### src/rtl/imem_refill_arbiter.sv
// imem_refill_arbiter
// Round-robin arbiter sharing one read-only burst memory port between
// NUM_REQ cache refill engines. One burst is outstanding at a time; the
// returning beats are steered to the requester that owns the burst.
module imem_refill_arbiter #(
    parameter  int NUM_REQ = 2,
    parameter  int BURST_W = 5,
    localparam int GW      = (NUM_REQ > 1) ? $clog2(NUM_REQ) : 1
) (
    input  logic                       clk,
    input  logic                       rst_n,
    input  logic [NUM_REQ-1:0]         req_valid,
    input  logic [NUM_REQ*32-1:0]      req_addr,
    input  logic [NUM_REQ*BURST_W-1:0] req_len,
    output logic [NUM_REQ-1:0]         req_ack,
    output logic [NUM_REQ-1:0]         rd_valid,
    output logic [31:0]                rd_data,
    output logic                       mem_request,
    output logic [31:0]                mem_addr,
    output logic [BURST_W-1:0]         mem_len,
    input  logic                       mem_ack,
    input  logic                       mem_rd_valid,
    input  logic [31:0]                mem_rd_data,
    output logic                       busy,
    output logic [GW-1:0]              grant_id,
    output logic                       protocol_error
);

    localparam logic [GW-1:0] LAST_ID = GW'(NUM_REQ - 1);

    typedef enum logic [1:0] {
        ST_IDLE = 2'd0,
        ST_REQ  = 2'd1,
        ST_DATA = 2'd2
    } state_t;

    state_t               r_state;
    state_t               w_state_nxt;
    logic [GW-1:0]        r_rr_ptr;
    logic [GW-1:0]        r_grant_id;
    logic [31:0]          r_mem_addr;
    logic [BURST_W-1:0]   r_mem_len;
    logic [BURST_W-1:0]   r_beat_count;
    logic                 r_protocol_error;

    logic                 w_found;
    logic [GW-1:0]        w_winner;
    logic [GW-1:0]        w_rr_nxt;
    logic [31:0]          w_win_addr;
    logic [BURST_W-1:0]   w_win_len;
    logic                 w_ack_en;
    logic                 w_beat;
    logic                 w_last_beat;

    // First set request bit at or above ptr, wrapping; MSB of result = found.
    function automatic logic [GW:0] rr_pick(input logic [NUM_REQ-1:0] valid,
                                            input logic [GW-1:0]      ptr);
        logic [GW:0]   pick;
        logic [GW-1:0] idx;
        pick = '0;
        // Walk offsets from farthest to nearest so the nearest hit wins.
        for (int i = NUM_REQ - 1; i >= 0; i--) begin
            idx = GW'((int'(ptr) + i) % NUM_REQ);
            pick = valid[idx] ? {1'b1, idx} : pick;
        end
        return pick;
    endfunction

    // Pointer value just past the given requester, modulo NUM_REQ.
    function automatic logic [GW-1:0] rr_next(input logic [GW-1:0] id);
        return (id == LAST_ID) ? '0 : id + GW'(1'b1);
    endfunction

    // Round-robin winner selection and post-grant pointer.
    always_comb begin
        {w_found, w_winner} = rr_pick(req_valid, r_rr_ptr);
        w_rr_nxt            = rr_next(w_winner);
    end

    // AND-OR mux of the winner's address and length.
    always_comb begin
        w_win_addr = '0;
        w_win_len  = '0;
        for (int i = 0; i < NUM_REQ; i++) begin
            w_win_addr = w_win_addr |
                         ({32{w_winner == GW'(i)}} & req_addr[i*32 +: 32]);
            w_win_len  = w_win_len |
                         ({BURST_W{w_winner == GW'(i)}} & req_len[i*BURST_W +: BURST_W]);
        end
    end

    // Last-beat detect: compare before incrementing so len = all-ones cannot wrap.
    always_comb begin
        w_last_beat = (r_beat_count == r_mem_len);
    end

    // FSM next-state and per-state strobes.
    always_comb begin
        w_state_nxt = r_state;
        w_ack_en    = 1'b0;
        w_beat      = 1'b0;
        case (r_state)
            ST_IDLE: begin
                if (w_found) begin
                    w_state_nxt = ST_REQ;
                end else begin
                    w_state_nxt = ST_IDLE;
                end
            end
            ST_REQ: begin
                if (mem_ack) begin
                    w_ack_en    = 1'b1;
                    w_state_nxt = ST_DATA;
                end else begin
                    w_state_nxt = ST_REQ;
                end
            end
            ST_DATA: begin
                w_beat = mem_rd_valid;
                if (mem_rd_valid && w_last_beat) begin
                    w_state_nxt = ST_IDLE;
                end else begin
                    w_state_nxt = ST_DATA;
                end
            end
            default: begin
                w_state_nxt = ST_IDLE;
            end
        endcase
    end

    // One-hot steering of ack and return-beat strobes to the granted port.
    always_comb begin
        req_ack  = '0;
        rd_valid = '0;
        for (int i = 0; i < NUM_REQ; i++) begin
            req_ack[i]  = w_ack_en && (r_grant_id == GW'(i));
            rd_valid[i] = w_beat   && (r_grant_id == GW'(i));
        end
    end

    // FSM state register.
    always_ff @(posedge clk or negedge rst_n) begin
        if (!rst_n) begin
            r_state <= ST_IDLE;
        end else begin
            r_state <= w_state_nxt;
        end
    end

    // Latch the arbitration winner and its burst parameters in IDLE.
    always_ff @(posedge clk or negedge rst_n) begin
        if (!rst_n) begin
            r_rr_ptr   <= '0;
            r_grant_id <= '0;
            r_mem_addr <= 32'h0000_0000;
            r_mem_len  <= '0;
        end else if ((r_state == ST_IDLE) && w_found) begin
            r_rr_ptr   <= w_rr_nxt;
            r_grant_id <= w_winner;
            r_mem_addr <= w_win_addr;
            r_mem_len  <= w_win_len;
        end
    end

    // Beat counter: cleared on memory accept, advanced on each non-final beat.
    always_ff @(posedge clk or negedge rst_n) begin
        if (!rst_n) begin
            r_beat_count <= '0;
        end else if (w_ack_en) begin
            r_beat_count <= '0;
        end else if (w_beat && !w_last_beat) begin
            r_beat_count <= r_beat_count + BURST_W'(1'b1);
        end
    end

    // Sticky flag for return beats that arrive with no burst outstanding.
    always_ff @(posedge clk or negedge rst_n) begin
        if (!rst_n) begin
            r_protocol_error <= 1'b0;
        end else if (mem_rd_valid && (r_state != ST_DATA)) begin
            r_protocol_error <= 1'b1;
        end
    end

    assign mem_request    = (r_state == ST_REQ);
    assign busy           = (r_state != ST_IDLE);
    assign mem_addr       = r_mem_addr;
    assign mem_len        = r_mem_len;
    assign grant_id       = r_grant_id;
    assign protocol_error = r_protocol_error;
    assign rd_data        = mem_rd_data;

endmodule

### config.mk
export PLATFORM = sky130hd
export DESIGN_NAME = imem_refill_arbiter
export DESIGN_NICKNAME = d
export VERILOG_FILES = /design/src/rtl/imem_refill_arbiter.sv
export SDC_FILE = /design/constraint.sdc
export NUM_CORES = 1
export LEC_CHECK = 0
export ABC_AREA = 1
export CORE_ASPECT_RATIO = 0.5
export CORE_MARGIN = 1
export CORE_UTILIZATION = 37
export DETAILED_ROUTE_END_ITERATION = 8
export PLACE_DENSITY = 0.87
export SETUP_SLACK_MARGIN = 0.3
export SYNTH_ARGS = -nofsm -noshare
export SYNTH_HDL_FRONTEND = slang
export SYNTH_SLANG_ARGS = --single-unit
export TNS_END_PERCENT = 20
### constraint.sdc
create_clock -name clk -period 2.3 [get_ports clk]
set_input_delay 0.46 -clock clk [delete_from_list [all_inputs] [get_ports clk]]
set_output_delay 0.46 -clock clk [all_outputs]
set_load 0.01 [all_outputs]
==> results of run 1 <==
[cell type report]
| class | count | area [sq um] | area share (%) |
|---|---|---|---|
| clock inverters | 2 | 35.0 | 0.933 |
| clock buffers | 6 | 139 | 3.70 |
| repair buffers | 131 | 1290 | 34.3 |
| multi-input cells | 204 | 950 | 25.3 |
| flip-flops and latches | 47 | 1180 | 31.3 |
| well taps | 88 | 110 | 2.93 |
| inverters | 15 | 58.8 | 1.57 |
[synthesized netlist by cell type]
master | count | area (sq um)
o211ai_1 | 3 | 22.5
nor2_4 | 1 | 11.3
a21o_1 | 1 | 7.51
nand3_1 | 43 | 215
inv_1 | 11 | 41.3
o21bai_1 | 2 | 15.0
nand2_2 | 2 | 12.5
nand2_4 | 2 | 22.5
nand2_1 | 127 | 477
nand3b_1 | 1 | 7.51
dfrtp_1 | 47 | 1180
o31ai_1 | 1 | 7.51
ha_1 | 1 | 12.5
inv_2 | 3 | 11.3
inv_4 | 1 | 6.26
xnor2_1 | 1 | 8.76
nor2_2 | 2 | 12.5
buf_2 | 4 | 20.0
xor2_1 | 3 | 26.3
buf_4 | 36 | 270
nor2_1 | 9 | 33.8
nand4_1 | 2 | 12.5
nand3_4 | 1 | 17.5
o21ai_0 | 1 | 5.00
buf_6 | 2 | 22.5
nor2_8 | 1 | 20.0
[layer usage]
layer  vias up  routed length, um  global-route usage, %
met1      1072               2750                   21.9
met4         0                279                   11.7
met2        77               3420                   34.7
met5         -                  0                      0
li1       1131                  -                      -
met3        29                353                   4.87
[final timing paths]
kind | startpoint | slack, ns | to | cells after the start
worst max-delay path | mem_rd_valid | 0.24 | rd_valid[1] | 6
worst min-delay path | rst_n | 0.04 | mem_addr[4]$_DFFE_PN0P_ | 1
worst max register to register | r_state[1]$_DFF_PN0_ | 0.89 | mem_len[2]$_DFFE_PN0P_ | 7
worst min register to register | protocol_error$_DFFE_PN0P_ | 0.48 | protocol_error$_DFFE_PN0P_ | 1
max in group asynchronous | rst_n | 1.52 | grant_id$_DFFE_PN0P_ | 2
min in group clk | protocol_error$_DFFE_PN0P_ | 0.48 | protocol_error$_DFFE_PN0P_ | 1
[state kept, by name (all words and copies together) (netlist names)]
register,cells
mem_len,5
protocol_error,1
grant_id,1
mem_addr,32
r_beat_count,5
r_rr_ptr,1
r_state,2
[timing repair]
item	4_1_cts	5_1_grt
setup endpoints to repair	4	3
cloned	0	0
resized for setup	3	1
pin swaps	0	0
[power groups by stage]
stage	clock network [mW]	logic (mW)	registers [mW]
2_1_floorplan	0	1.03	1.59
3_3_place_gp	0	2.21	1.44
3_5_place_dp	0	2.26	1.45
4_1_cts	0.860	2.26	1.44
5_1_grt	0.893	2.44	1.50
6_report	0.850	2.23	1.45
[cell families after synthesis]
| group | count (synthesis) |
|---|---|
| buf+inv | 57 |
| xor+xnor | 4 |
| flops | 47 |
| fa+ha+maj | 1 |
| compound gates | 8 |
| simple gates | 191 |
[metrics by stage]
step           util, %  instance area, sq um  total power, mW
3_5_place_dp      57.1                  3580             3.71
4_1_cts           59.8                  3750             4.57
5_1_grt           59.8                  3760             4.83
3_3_place_gp      57.1                  3580             3.65
6_report          59.8                  3760             4.53
2_1_floorplan        -                  2490             2.63
==> flow_summary.yaml, run 1 <==
status:
  status: "finished, final reports clean"
final_layout:
  fillCellCount: 516
  fin_cells: 493
  drive_above_1_share_pct: 7.41
  syn_to_final_growth_pct: 50.6
  n_antenna_cell: 0
  final_common_cell: "nand2_1"
  layout_common_cells: "nand2_1 (127), clkdlybuf4s50_1 (119), dfrtp_1 (47), nand3_1 (43), inv_1 (11)"
  nets: 517
sta:
  hold_violations: 0
  skew_ns: 0.00406
  worst_hold_slack_ns: 0.0393
  final-setup-viol-count: 0
  drv_slew: 0
  setup_tns_ns: 0
  rsz0062_at_grt: "true"
  fmax_mhz: 485
  finalCriticalPeriod_ns: 2.06
  setup_ws_ns: 0.240
  max_slew_margin_pct: 69.7
  worstMarginPinSlew_ns: 0.454
  period_share_pct: 89.6
synthesis:
  syn_area_per_cell_sq_um: 8.10
  synth_compound_area_share_pct: 2.31
  synth_cells: 308
  synth_nets: 421
  synth_top_family_by_area: "simple AND/OR/NAND/NOR gates"
  ys_ff_latch: 47
  seq_area_frac_synth_pct: 47.1
  synth_warnings: 0
  synth-simple-area-share_pct: 33.8
  synth-xor-area-share_pct: 1.40
  syn-cell-area_sq_um: 2490
  muxShareOfSynthArea_pct: 0
  ys_types: 26
  synth_fa_ha_area_share_pct: 0.502
power_and_ir_drop:
  p_per_area_nw_per_um2: 1210
  netSwitchingFraction_pct: 36.6
  power_frac_comb_pct: 49.3
  power.internal_mw: 2.87
  p_clk_share_pct: 18.8
  ir_worst_vdd_uv: 455
  p_leak_nw: 1.73
  p_sw_mw: 1.66
  power_frac_seq_pct: 31.9
setup_path:
  cp_slowest_cell: "clkdlybuf4s50_1"
  crit_fanout: 2
  worstPathCellList: "clkdlybuf4s50_1 > inv_1 > nor2_2 > inv_1 > nor2_1 > dlygate4sd2_1"
  crit_path_end_kind: "output pin"
  cpMostUsedCell: "inv_1"
  required_ns: 1.84
  worstPathBufferInverterCount: 4
  start_kind: "primary input"
  critPathKind: "primary input to output pin"
  crit_arrival_ns: 1.60
  crit_family: "buffers and inverters"
  cp_slowest_stage_delay_ns: 0.48
global_routing:
  antenna_found_initial: 0
  grt_max_degree: 38
  gr-total-overflow: 0
  grt_pass1_vias: 2193
  grt_pass1_wl_mm: 10.6
  track_usage_pct: 19.5
drt:
  dr_total_vias: 2309
  drt_iter0_markers: 101
  drc: 0
  antenna_left: 0
  vias_per_cell: 4.68
  wl_mm: 6.80
  first_pass_iters: 4
  wl_per_cell_um: 13.8
die:
  dieArea_sq_um: 7100
  dieWidth_um: 118
  die_h_um: 60.1
  rows: 20
  initial_core_util_pct: 39.7
  boundaryPins: 189
  coreArea_sq_um: 6280
flow_run:
  cap_violations: 0
clock_tree:
  h-tree-depth: 2
  clockBufferDepth: 2
  clk_pin_slew_ns: 0.06
  cts_hold_buf: 0
  cts_tree: "yes"
  clock-sinks: 47
  cts_buffers: 5
  cts_root_buf: "clkbuf_16"
  cts_setup_buffers: 0
  worstSkewPairLatency_ns: 0.29
placed_design:
  placed_cells: 485
  post-dp-hpwl_mm: 5.12
  port_buffers: 124
  gp_congestion: 0.787
  dp_slack_ns: -0.0280
min_path:
  min_path_type: "primary input to asynchronous set/reset pin"
Note: power is estimated with default switching activity, not from simulation.
==> run 2: changes to the inputs <==
--- a/config.mk
+++ b/config.mk
@@ -10,7 +10,7 @@
 export CORE_MARGIN = 1
 export CORE_UTILIZATION = 37
 export DETAILED_ROUTE_END_ITERATION = 8
-export PLACE_DENSITY = 0.87
+export PLACE_DENSITY = 0.86
 export SETUP_SLACK_MARGIN = 0.3
 export SYNTH_ARGS = -nofsm -noshare
 export SYNTH_HDL_FRONTEND = slang
==> flow_summary.yaml, run 2 (synthesis results as in run 1) <==
setup_path:
  worst-r2r-cell-count: 7
  crit_fanout: 3
  crit_family: "buffers and inverters"
  required_ns: 1.84
  critPathKind: "primary input to output pin"
  cp_slowest_cell: "clkdlybuf4s50_1"
  crit_path_end_kind: "output pin"
  path_depth: 4
  worstPathBufferInverterCount: 2
  crit_start: "mem_ack"
  cpMostUsedCell: "clkdlybuf4s50_1"
  cp_slowest_stage_delay_ns: 0.54
  critPathCapture: "req_ack[0]"
  worstPathCellList: "clkdlybuf4s50_1 > nand2_1 > nor2_1 > clkdlybuf4s50_1"
  r2r_end: "mem_addr[23]$_DFFE_PN0P_"
  crit_arrival_ns: 1.66
  r2r_slack_ns: 0.89
  reg2reg_from: "r_state[1]$_DFF_PN0_"
  start_kind: "primary input"
die:
  initial_core_util_pct: 39.7
  boundaryPins: 189
  coreArea_sq_um: 6280
  die_h_um: 60.1
  rows: 20
  dieArea_sq_um: 7100
  dieWidth_um: 118
final_layout:
  syn_to_final_growth_pct: 50.5
  layout_common_cells: "nand2_1 (127), clkdlybuf4s50_1 (121), dfrtp_1 (47), nand3_1 (43), inv_1 (11)"
  final_common_cell: "nand2_1"
  largest_reg_flops: 32
  drive_above_1_share_pct: 7.16
  design_area_sq_um: 3750
  nets: 517
  n_antenna_cell: 0
drt:
  vias_per_cell: 4.57
  dr_total_vias: 2251
  antenna_left: 0
  wl_mm: 6.64
  first_pass_iters: 4
  wl_per_cell_um: 13.5
  drt_iter0_markers: 166
  drc: 0
global_routing:
  grt_pass1_vias: 2170
  grt_pass1_wl_mm: 10.4
  antenna_found_initial: 0
  grt_max_degree: 38
  track_usage_pct: 18.8
  gr-total-overflow: 0
sta:
  period_share_pct: 92.2
  final-setup-viol-count: 0
  finalCriticalPeriod_ns: 2.12
  fmax_mhz: 472
  worstMarginPinSlew_ns: 0.384
  setup_tns_ns: 0
  rsz0062_at_grt: "true"
  hold_violations: 0
  skew_ns: 0.00537
  drv_slew: 0
  max_slew_margin_pct: 74.4
clock_tree:
  clock-sinks: 47
  h-tree-depth: 2
  worstSkewPairLatency_ns: 0.28
  clk_pin_slew_ns: 0.06
  cts_tree: "yes"
  clockBufferDepth: 2
  cts_buffers: 5
  cts_root_buf: "clkbuf_16"
placed_design:
  post-dp-hpwl_mm: 4.97
  port_buffers: 124
  gp_congestion: 0.807
  placed_cell_area_sq_um: 3600
power_and_ir_drop:
  p_per_area_nw_per_um2: 1180
  ir_worst_vdd_uv: 547
  finalPower_mw: 4.44
  p_leak_nw: 1.72
min_path:
  min_path_type: "primary input to asynchronous set/reset pin"
flow_run:
  cap_violations: 0
status:
  status: "finished, final reports clean"
## run 2: cell count changes in the layout (fill, tap and decap cells not counted), sizes merged
cell	previous run	this run
clkbuf	6	8
clkdlybuf4s50	119	121
dlygate4sd2	3	1
bufinv	1	0
clkinv	1	0
## run 2: area by class of cell
cell class	count	area [sq um]
clock buffer	8	156
fill	523	2530
inverter	15	58.8
multi-input combinational	204	950
sequential	47	1180
tap	88	110
timing repair buffer	131	1300
## run 2: how the worst min path moves through the flow
| stage | endpoint | slack, ns | cells past startpoint |
|---|---|---|---|
| global route | r_state[1]$_DFF_PN0_ | 0.11 | 1 |
| finish | r_state[1]$_DFF_PN0_ | 0.09 | 1 |
| CTS | r_state[1]$_DFF_PN0_ | 0.1 | 1 |
| floorplan | grant_id$_DFFE_PN0P_ | 0.16 | 0 |
| detailed placement | r_state[1]$_DFF_PN0_ | 0.40 | 1 |
| global placement | r_beat_count[4]$_DFFE_PN0P_ | 0.41 | 1 |
## run 2: through the flow
step | utilization [%] | instances | setup WS [ns] | hold WS [ns]
after floorplan | - | 308 | 0.799 | 0.164
after detailed placement | 57.3 | 485 | 0.0325 | 0.399
final | 59.8 | 493 | 0.180 | 0.0905
after global routing | 59.8 | 493 | 0.120 | 0.110
after global placement | 57.3 | 485 | 0.0631 | 0.406
after CTS | 59.7 | 493 | 0.0396 | 0.0977
## run 2: what timing repair did
action | 4_1_cts | 5_1_grt
pin swaps | 0 | 0
buffers inserted | 0 | 0
endpoints found under the hold margin | 0 | 0
hold buffers | 0 | 0
gates resized for setup | 1 | 1
endpoints found under the setup margin | 4 | 4
## run 2: per-layer routing
layer	vias to the layer above	track usage, %	share of wire [%]
met4	0	7.14	1.7
met5	-	0	0
met3	18	3.91	4.2
met2	60	34.9	53
met1	1042	22.2	41
li1	1131	-	-
## run 2: power by group
group | leakage [nW] | total (mW) | switching [mW] | internal, mW
clock | 0.0772 | 0.758 | 0.295 | 0.463
sequential | 0.578 | 1.45 | 0.242 | 1.21
combinational | 1.06 | 2.23 | 1.11 | 1.13
total | 1.72 | 4.44 | 1.64 | 2.80
